==> config.mk <==
export PLATFORM = sky130hd
export DESIGN_NAME = apb_cmd_master
export DESIGN_NICKNAME = d
export VERILOG_FILES = /design/src/rtl/apb_cmd_master.sv
export SDC_FILE = /design/constraint.sdc
export NUM_CORES = 1
export LEC_CHECK = 0
export CORE_UTILIZATION = 46
export DETAILED_ROUTE_END_ITERATION = 6
export PLACE_DENSITY_LB_ADDON = 0.1
export REMOVE_ABC_BUFFERS = 1
export SYNTH_ARGS = -nofsm -noshare
export SYNTH_HDL_FRONTEND = slang
export SYNTH_SLANG_ARGS = --single-unit
==> constraint.sdc <==
create_clock -name clk -period 4 [get_ports clk]
set_input_delay 0.8 -clock clk [delete_from_list [all_inputs] [get_ports clk]]
set_output_delay 0.8 -clock clk [all_outputs]
set_load 0.02 [all_outputs]
==> src/rtl/apb_cmd_master.sv <==
// APB requester: turns a valid/ready command stream into single APB transfers
// and returns one response per command, with slave-error and timeout reporting.
`timescale 1ns/1ps
module apb_cmd_master #(
  parameter int ADDR_WIDTH     = 2,
  parameter int DATA_WIDTH     = 8,
  parameter int TIMEOUT_CYCLES = 16
) (
  input  logic                  clk,
  input  logic                  reset,
  input  logic                  cmd_valid,
  output logic                  cmd_ready,
  input  logic                  cmd_write,
  input  logic [ADDR_WIDTH-1:0] cmd_addr,
  input  logic [DATA_WIDTH-1:0] cmd_wdata,
  output logic                  rsp_valid,
  input  logic                  rsp_ready,
  output logic [DATA_WIDTH-1:0] rsp_rdata,
  output logic                  rsp_err,
  output logic                  rsp_timeout,
  output logic                  psel,
  output logic                  penable,
  output logic                  pwrite,
  output logic [ADDR_WIDTH-1:0] paddr,
  output logic [DATA_WIDTH-1:0] pwdata,
  input  logic                  pready,
  input  logic [DATA_WIDTH-1:0] prdata,
  input  logic                  pslverr
);

  localparam int CNT_WIDTH = (TIMEOUT_CYCLES > 0) ? $clog2(TIMEOUT_CYCLES + 1) : 1;
  localparam bit TIMEOUT_EN = (TIMEOUT_CYCLES != 0);
  localparam logic [CNT_WIDTH-1:0] CNT_LAST =
    CNT_WIDTH'((TIMEOUT_CYCLES > 0) ? (TIMEOUT_CYCLES - 1) : 0);
  localparam logic [CNT_WIDTH-1:0] CNT_MAX = {CNT_WIDTH{1'b1}};

  typedef enum logic [1:0] {
    IDLE   = 2'd0,
    SETUP  = 2'd1,
    ACCESS = 2'd2,
    RESP   = 2'd3
  } state_t;

  state_t               state;
  logic [CNT_WIDTH-1:0] wait_cnt;

  // Transfer sequencer: latches the command, counts ACCESS wait cycles, captures the response.
  always_ff @(posedge clk or negedge reset) begin
    if (!reset) begin
      state       <= IDLE;
      pwrite      <= 1'b0;
      paddr       <= {ADDR_WIDTH{1'b0}};
      pwdata      <= {DATA_WIDTH{1'b0}};
      rsp_rdata   <= {DATA_WIDTH{1'b0}};
      rsp_err     <= 1'b0;
      rsp_timeout <= 1'b0;
      wait_cnt    <= {CNT_WIDTH{1'b0}};
    end else begin
      case (state)
        IDLE: begin
          if (cmd_valid) begin
            pwrite <= cmd_write;
            paddr  <= cmd_addr;
            pwdata <= cmd_wdata;
            state  <= SETUP;
          end else begin
            state  <= IDLE;
          end
        end
        SETUP: begin
          wait_cnt <= {CNT_WIDTH{1'b0}};
          state    <= ACCESS;
        end
        ACCESS: begin
          // pready on the last allowed cycle is checked first, so it beats the timeout
          if (pready) begin
            rsp_rdata   <= pwrite ? {DATA_WIDTH{1'b0}} : prdata;
            rsp_err     <= pslverr;
            rsp_timeout <= 1'b0;
            state       <= RESP;
          end else begin
            if (wait_cnt != CNT_MAX) begin
              wait_cnt <= wait_cnt + CNT_WIDTH'(1);
            end else begin
              wait_cnt <= wait_cnt;
            end
            if (TIMEOUT_EN && (wait_cnt == CNT_LAST)) begin
              rsp_rdata   <= {DATA_WIDTH{1'b0}};
              rsp_err     <= 1'b1;
              rsp_timeout <= 1'b1;
              state       <= RESP;
            end else begin
              state       <= ACCESS;
            end
          end
        end
        RESP: begin
          if (rsp_ready) begin
            state <= IDLE;
          end else begin
            state <= RESP;
          end
        end
        default: begin
          state <= IDLE;
        end
      endcase
    end
  end

  // Handshake and bus strobes decode straight from the state register, so reset clears them at once.
  assign cmd_ready = (state == IDLE);
  assign rsp_valid = (state == RESP);
  assign psel      = (state == SETUP) || (state == ACCESS);
  assign penable   = (state == ACCESS);

endmodule

==> impl_results.rst, run 1 <==
.. list-table::
   :header-rows: 1

   * - Metric
     - Value
   * - Data arrival time of the critical path
     - 1.91 ns
   * - Initial antenna violation count
     - 0
   * - HPWL reported at the end of detailed placement
     - 2022 um
   * - Number of vias per cell
     - 5.073
   * - DP Cell Count
     - 190
   * - Placeable core area
     - 2522 um^2
   * - Final weighted congestion in routability-driven placement
     - 0.8540
   * - Residual overflow from global routing
     - 0
   * - Wire length of the first global-routing pass
     - 4084 um
   * - Post-route fraction of the period consumed by the critical path
     - 0.6767
   * - XOR/XNOR Fraction of Synth Area
     - 0
   * - Synth-to-layout area growth
     - 43.01%
   * - Total of warnings raised by yosys
     - 0
   * - Post-synth ARST share
     - 1.000
   * - Largest buffer count on any clock path
     - 2
   * - Initial cell density of the core
     - 0.4970
   * - Proportion of synthesized chip area in sequential cells
     - 0.5589
   * - Number of filler cells placed in the layout
     - 192
   * - Overall fraction of global-route tracks in use
     - 0.1979
   * - Number of nets in the layout
     - 196
   * - Largest family of logic cells by synthesized area
     - simple AND/OR/NAND/NOR gates
   * - Cell with the biggest individual delay on the critical path
     - sky130_fd_sc_hd__clkdlybuf4s50_1
   * - Drt pass-1 iters
     - 4
   * - Summed instance area of the synthesized netlist
     - 1254 um^2
   * - Number of flops mapped to enable cells by yosys
     - 0
   * - Compound-cell area share of the yosys netlist
     - 0.1158
   * - Routed WL per cell
     - 13.55 um
   * - Worst ir drop on vdd
     - 587.6 uV
   * - Setup clock skew after layout
     - 0.009023 ns
   * - Maximum number of pins on one net before global-route repair
     - 29
   * - # DRC
     - 0
   * - Most used flip-flop cell after synthesis
     - sky130_fd_sc_hd__dfrtp_1
   * - Final-layout setup total negative slack
     - 0 ns
   * - Worst slew slack as a fraction of its limit
     - 0.4166
   * - Crit path setup slack, layout
     - 1.293 ns
   * - Die span in x
     - 54.21 um
   * - Design Area, Final
     - 1793 um^2
   * - Die boundary height
     - 54.21 um
   * - Setup repair after global routing missed its margin
     - no
   * - Mean instance size in the synthesized netlist
     - 11.00 um^2
   * - Initial drt markers
     - 8
   * - DP Area
     - 1770 um^2
   * - Post-Route WL
     - 2615 um
   * - CTS Hold Buffers Added
     - 0
   * - Worst setup path class
     - reg2out
   * - Fmax
     - 369.4 MHz
   * - Status
     - completed
   * - Max-cap viol count
     - 0
   * - Sequential cell area
     - 700.7 um^2
   * - Number of endpoints failing setup at the final stage
     - 0
   * - Area fraction in and, or, nand and nor cells after synthesis
     - 0.1397
   * - Total leakage power
     - 0.7671 nW
   * - TritonCTS clock tree
     - yes
   * - Post-place setup slack
     - 1.487 ns
   * - Number of clock buffers inserted by TritonCTS
     - 3
   * - Proportion of synthesized area in mux cells
     - 0.09880
   * - Number of endpoints with negative hold slack in the final report
     - 0
   * - Number of H-tree branching levels
     - 1
   * - Clock Sink Count
     - 28
   * - Number of rows created at floorplan
     - 18
   * - Clock slew at reported path FFs
     - 0.14 ns
   * - Port Buffers
     - 49
   * - Vias after detailed routing
     - 979
   * - Die footprint
     - 2938 um^2
   * - Worst path cell trace
     - inv_1 -> ha_1 -> clkdlybuf4s50_1
   * - Master cell of the clock root buffer
     - sky130_fd_sc_hd__clkbuf_4
   * - Path type of the worst min-delay path
     - reg2reg
   * - Transition time at the pin with the least slew margin
     - 0.8692 ns
   * - Num ports
     - 50
   * - Share of layout cells above drive strength 1
     - 0.09816
   * - Setup bufs post-CTS
     - 0
   * - Total power draw
     - 1.284 mW
   * - Via count of the first global-routing pass
     - 892
   * - Crit end category
     - output port
   * - Synth Instances
     - 114
   * - Multi-input logic area
     - 519.2 um^2
   * - Clock latency of the later-clocked register in the worst-skew pair
     - 0.31 ns
   * - CP max FO
     - 13
   * - Crit path largest cell delay
     - 0.69 ns
   * - Number of synthesized register bits
     - 28
   * - Library cells used by synthesis
     - 26
   * - Layout Utilization
     - 0.7108
   * - Min Tclk post-route
     - 2.707 ns
   * - Number of antenna cells inserted
     - 0
   * - Data required time of the critical path
     - 3.20 ns
   * - Worst hold slack
     - 0.5066 ns
   * - Post-route ant nets
     - 0
   * - Filler-free cell count of the finished design
     - 193
   * - Worst setup SP type
     - flop
   * - Number of cells upsized or downsized after cts
     - 0
   * - Post-synthesis adder-cell area fraction
     - 0.05988
   * - Max-slew violation count
     - 0
   * - PD cells
     - 716.1 nW/um^2
[cells in the mapped netlist, drive strengths merged, types with 2 or more instances]
| cell | instances | area share |
|---|---|---|
| a21oi | 2 | 0.0080 |
| buf | 3 | 0.012 |
| dfrtp | 28 | 0.56 |
| ha | 6 | 0.060 |
| inv | 4 | 0.012 |
| mux2 | 11 | 0.099 |
| nand2 | 21 | 0.063 |
| nand3 | 3 | 0.012 |
| nor2 | 2 | 0.0060 |
| nor2b | 4 | 0.020 |
| nor3b | 2 | 0.012 |
| o21ai | 14 | 0.056 |
| o22a | 2 | 0.014 |
| or2 | 2 | 0.012 |
[power by group]
part | total (mW) | internal (mW) | switching (mW) | leakage [nW]
clock network | 0.110 | 0.0352 | 0.0750 | 0.0138
logic | 0.702 | 0.346 | 0.357 | 0.397
registers | 0.471 | 0.402 | 0.0694 | 0.357
[area by class of cell]
type	count	share of cell area
repair buffers	50	0.2777
multi-input cells	78	0.2896
inverters	4	0.008374
well taps	30	0.02094
flip-flops and latches	28	0.3908
clock buffers	3	0.01256
[registers in the layout, summed over array words and instances (netlist names)]
| register | flops |
|---|---|
| rsp_timeout | 1 |
| pwdata | 8 |
| wait_cnt | 5 |
| paddr | 2 |
| rsp_err | 1 |
| state | 2 |
| rsp_rdata | 8 |
| pwrite | 1 |
[cell families after synthesis]
group	Yosys count
fa+ha+maj	6
buf+inv	8
simple gates	37
compound gates	24
flops	28
mux	11
[final timing paths]
path	end	slack, ns	startpoint	depth (start not counted)
worst min register to register	rsp_rdata[0]	0.51	rsp_rdata[0]	2
worst max register to register	rsp_rdata[3]	1.85	wait_cnt[0]	5
min in group asynchronous	rsp_rdata[1]	0.83	reset	2
max in group asynchronous	state[0]	2.90	reset	2
worst max-delay path	penable	1.29	state[0]	3
worst min-delay path	rsp_rdata[0]	0.51	rsp_rdata[0]	2
[layer usage]
layer	wire length (um)	track usage
met1	1178	0.2696
met3	158	0.02542
met4	10	0.06838
met2	1269	0.3211
met5	0	0
[worst max-delay path: cells and delay by family, from the launching register on]
family     cells  cell delay [ns]
flops          1             0.40
buf+inv        2             0.78
fa+ha+maj      1             0.41
[cells in the final DEF (no fill, tap or decap), types with 2 or more instances in the layout]
cell type                         count
sky130_fd_sc_hd__o21ai_1              2
sky130_fd_sc_hd__o22a_1               2
sky130_fd_sc_hd__a21oi_1              2
sky130_fd_sc_hd__nor2_1               2
sky130_fd_sc_hd__ha_1                 6
sky130_fd_sc_hd__inv_1                4
sky130_fd_sc_hd__nand3_1              3
sky130_fd_sc_hd__clkbuf_4             3
sky130_fd_sc_hd__o21ai_0             12
sky130_fd_sc_hd__nor2b_1              4
sky130_fd_sc_hd__dfrtp_1             28
sky130_fd_sc_hd__mux2_2              11
sky130_fd_sc_hd__nand2_1             21
sky130_fd_sc_hd__nor3b_1              2
sky130_fd_sc_hd__clkdlybuf4s50_1     49
(Power assumes the default switching activity.)
==> run 2: changes to the inputs <==
--- a/config.mk
+++ b/config.mk
@@ -5,7 +5,7 @@
 export SDC_FILE = /design/constraint.sdc
 export NUM_CORES = 1
 export LEC_CHECK = 0
-export CORE_UTILIZATION = 46
+export CORE_UTILIZATION = 38
 export DETAILED_ROUTE_END_ITERATION = 6
 export PLACE_DENSITY_LB_ADDON = 0.1
 export REMOVE_ABC_BUFFERS = 1
==> constraint.sdc (replaced) <==
create_clock -name clk -period 2.4 [get_ports clk]
set_input_delay 0.48 -clock clk [delete_from_list [all_inputs] [get_ports clk]]
set_output_delay 0.48 -clock clk [all_outputs]
set_load 0.02 [all_outputs]
==> impl_results.rst, run 2 (synthesis gave the netlist of run 1 again) <==
.. list-table::
   :header-rows: 1

   * - Metric
     - Value
   * - Clock latency of the later-clocked register in the worst-skew pair
     - 0.32 ns (about the same)
   * - Worst path cell trace
     - inv_1 -> ha_1 -> clkdlybuf4s50_1
   * - CP max FO
     - 5 (-8)
   * - PD cells
     - 1178 nW/um^2 (+65%)
   * - Post-route fraction of the period consumed by the critical path
     - 0.8828
   * - Share of layout cells above drive strength 1
     - 0.1091 (+0.01093)
   * - Multi-input logic area
     - 519.2 um^2 (unchanged)
   * - Clock slew at reported path FFs
     - 0.14 ns (about the same)
   * - Total leakage power
     - 0.7815 nW (+1.9%)
   * - Transition time at the pin with the least slew margin
     - 0.8209 ns (-0.04835 ns)
   * - Via count of the first global-routing pass
     - 971 (+8.9%)
   * - Internal Power
     - 1.334 mW (+70%)
   * - Post-route ant nets
     - 0 (unchanged)
   * - Switching power total
     - 0.8227 mW (+64%)
   * - Residual overflow from global routing
     - 0 (unchanged)
   * - Number of endpoints with negative hold slack in the final report
     - 0 (unchanged)
   * - Vias after detailed routing
     - 1014 (+3.6%)
   * - Initial antenna violation count
     - 0 (unchanged)
   * - Crit end category
     - output port
   * - Path type of the worst min-delay path
     - reg2reg
   * - Initial drt markers
     - 32 (+24)
   * - Data required time of the critical path
     - 1.92 ns (-1.28 ns)
   * - Fmax
     - 472.0 MHz
   * - Number of endpoints failing setup at the final stage
     - 0 (unchanged)
   * - Net switching fraction of the power
     - 0.3814 (-0.008941)
   * - Maximum number of pins on one net before global-route repair
     - 29 (unchanged)
   * - Commonest non-fill, non-tap cell in the layout
     - sky130_fd_sc_hd__clkdlybuf4s50_1
   * - Wire length of the first global-routing pass
     - 4133 um (+1.2%)
   * - Num ports
     - 50 (unchanged)
   * - CTS Hold Buffers Added
     - 0 (unchanged)
   * - Number of clock buffers inserted by TritonCTS
     - 3 (unchanged)
   * - Final weighted congestion in routability-driven placement
     - 0.8090 (-5.3%)
   * - Crit path largest cell delay
     - 0.62 ns (-0.07 ns)
   * - Setup repair after global routing missed its margin
     - no
   * - Number of rows created at floorplan
     - 20 (+2)
   * - Die boundary height
     - 59.44 um (+9.7%)
   * - Die span in x
     - 59.44 um (+9.7%)
   * - Final-layout setup total negative slack
     - 0 ns (unchanged)
   * - TritonCTS clock tree
     - yes
   * - Proportion of power drawn by combinational gates
     - 0.536 (-0.011)
   * - Worst setup SP type
     - flop
   * - Worst slew slack as a fraction of its limit
     - 0.4491 (+0.03245)
   * - Layout Utilization
     - 0.5899 (-0.1209)
   * - Number of filler cells placed in the layout
     - 303 (+58%)
   * - Max-cap viol count
     - 0 (unchanged)
   * - Status
     - completed
   * - Worst setup path class
     - reg2out
   * - Port Buffers
     - 49 (unchanged)
   * - Crit path setup slack, layout
     - 0.2813 ns (-1.012 ns)
   * - Sequential cell area
     - 700.7 um^2 (unchanged)
   * - Cell with the biggest individual delay on the critical path
     - sky130_fd_sc_hd__clkdlybuf4s50_1
   * - Number of nets in the layout
     - 197 (+0.51%)
   * - Number of H-tree branching levels
     - 1 (unchanged)
   * - Post-Route WL
     - 2482 um (-5.1%)
   * - Largest buffer count on any clock path
     - 2 (unchanged)
   * - Placeable core area
     - 3103 um^2 (+23%)
   * - Setup clock skew after layout
     - 0.004337 ns (-0.004686 ns)
   * - Max-slew violation count
     - 0 (unchanged)
   * - # DRC
     - 0 (unchanged)
   * - Initial cell density of the core
     - 0.4040 (-0.09299)
   * - Number of antenna cells inserted
     - 0 (unchanged)
   * - Clock Sink Count
     - 28 (unchanged)
   * - Sequential group share of total power
     - 0.362 (-0.005)
   * - Drt pass-1 iters
     - 4 (unchanged)
   * - Die footprint
     - 3533 um^2 (+20%)
   * - Routed WL per cell
     - 11.88 um (-12%)
   * - Synth-to-layout area growth
     - 46.01%
   * - Min Tclk post-route
     - 2.119 ns
   * - Dominant delay contributor by cell family on the critical path
     - buffers and inverters
   * - Commonest cells after routing, fill and taps aside
     - sky130_fd_sc_hd__clkdlybuf4s50_1, sky130_fd_sc_hd__dfrtp_1, sky130_fd_sc_hd__nand2_1
   * - Data arrival time of the critical path
     - 1.64 ns (-0.27 ns)
   * - Number of vias per cell
     - 4.852 (-4.4%)
   * - Overall fraction of global-route tracks in use
     - 0.1567 (-0.04117)
   * - Total power draw
     - 2.157 mW (+68%)
   * - Worst ir drop on vdd
     - 689.5 uV (+17%)
   * - HPWL reported at the end of detailed placement
     - 1906 um (-5.7%)
   * - Buffers & Inverters on Critical Path
     - 2 (unchanged)
   * - Share of power burned in the clock network
     - 0.102 (+0.016)
   * - Master cell of the clock root buffer
     - sky130_fd_sc_hd__clkbuf_4
   * - Setup bufs post-CTS
     - 0 (unchanged)
   * - Top Registers
     - pwdata (8), rsp_rdata (8), wait_cnt (5)
   * - Post-place setup slack
     - 0.2183 ns (-1.268 ns)
-- run 2: cell types whose count changed in the layout (fill, tap and decap cells not counted), sizes merged --
| cell | before | now |
|---|---|---|
| clkbuf | 3 | 4 |
| clkdlybuf4s50 | 49 | 48 |
| dlygate4sd2 | 0 | 1 |
| buf | 1 | 2 |
-- run 2: final cells by class --
| class | count | share of cell area |
|---|---|---|
| Tap cell | 44 | 0.03008 |
| Inverter | 4 | 0.008202 |
| Multi-Input combinational cell | 78 | 0.2837 |
| Clock buffer | 4 | 0.01982 |
| Sequential cell | 28 | 0.3828 |
| Timing Repair Buffer | 51 | 0.2755 |
-- run 2: final timing paths --
| kind | start | to | slack (ns) | depth (start not counted) |
|---|---|---|---|---|
| hold / removal | rsp_rdata[5] | rsp_rdata[5] | 0.50 | 2 |
| min in group asynchronous | reset | rsp_rdata[2] | 0.51 | 2 |
| hold reg to reg | rsp_rdata[5] | rsp_rdata[5] | 0.50 | 2 |
| setup / recovery | state[1] | cmd_ready | 0.28 | 3 |
| max in group asynchronous | reset | wait_cnt[3] | 1.63 | 2 |
| setup reg to reg | wait_cnt[0] | rsp_rdata[7] | 0.34 | 5 |
-- run 2: metrics by stage --
step / cells / hold slack, ns / area (um^2)
floorplan: 110 / 0.1844 / 1235
global placement: 205 / 0.4615 / 1795
detailed placement: 205 / 0.4796 / 1795
CTS: 209 / 0.5128 / 1831
global route: 209 / 0.5216 / 1831
finish: 209 / 0.5028 / 1831
-- run 2: repair_timing --
| action | 4_1_cts | 5_1_grt |
|---|---|---|
| hold endpoints to repair | 0 | 0 |
| resized for setup | 1 | 0 |
| setup endpoints to repair | 1 | 0 |
-- run 2: power by group through the flow --
stage	logic (mW)	clock network, mW	registers, mW
after floorplan	0.407	0	1.00
after global placement	1.16	0	0.786
after CTS	1.17	0.235	0.783
after detailed placement	1.18	0	0.794
final	1.16	0.221	0.780
after global routing	1.26	0.255	0.808
-- run 2: metal layers --
| metal | GRT usage | part of all wire | wire length [um] |
|---|---|---|---|
| met4 | 0.07143 | 0.0077 | 19 |
| met3 | 0.02838 | 0.069 | 171 |
| met1 | 0.1933 | 0.44 | 1093 |
| met5 | 0 | 0 | 0 |
| met2 | 0.2648 | 0.48 | 1198 |
-- run 2: worst reg2reg max path: cells and delay by family (launching register included) --
kind | cells | cell delay [ns]
DFF | 1 | 0.45
and+or+nand+nor | 1 | 0.16
AOI/OAI and AO/OA | 2 | 0.87
adders and majority gates | 2 | 0.44
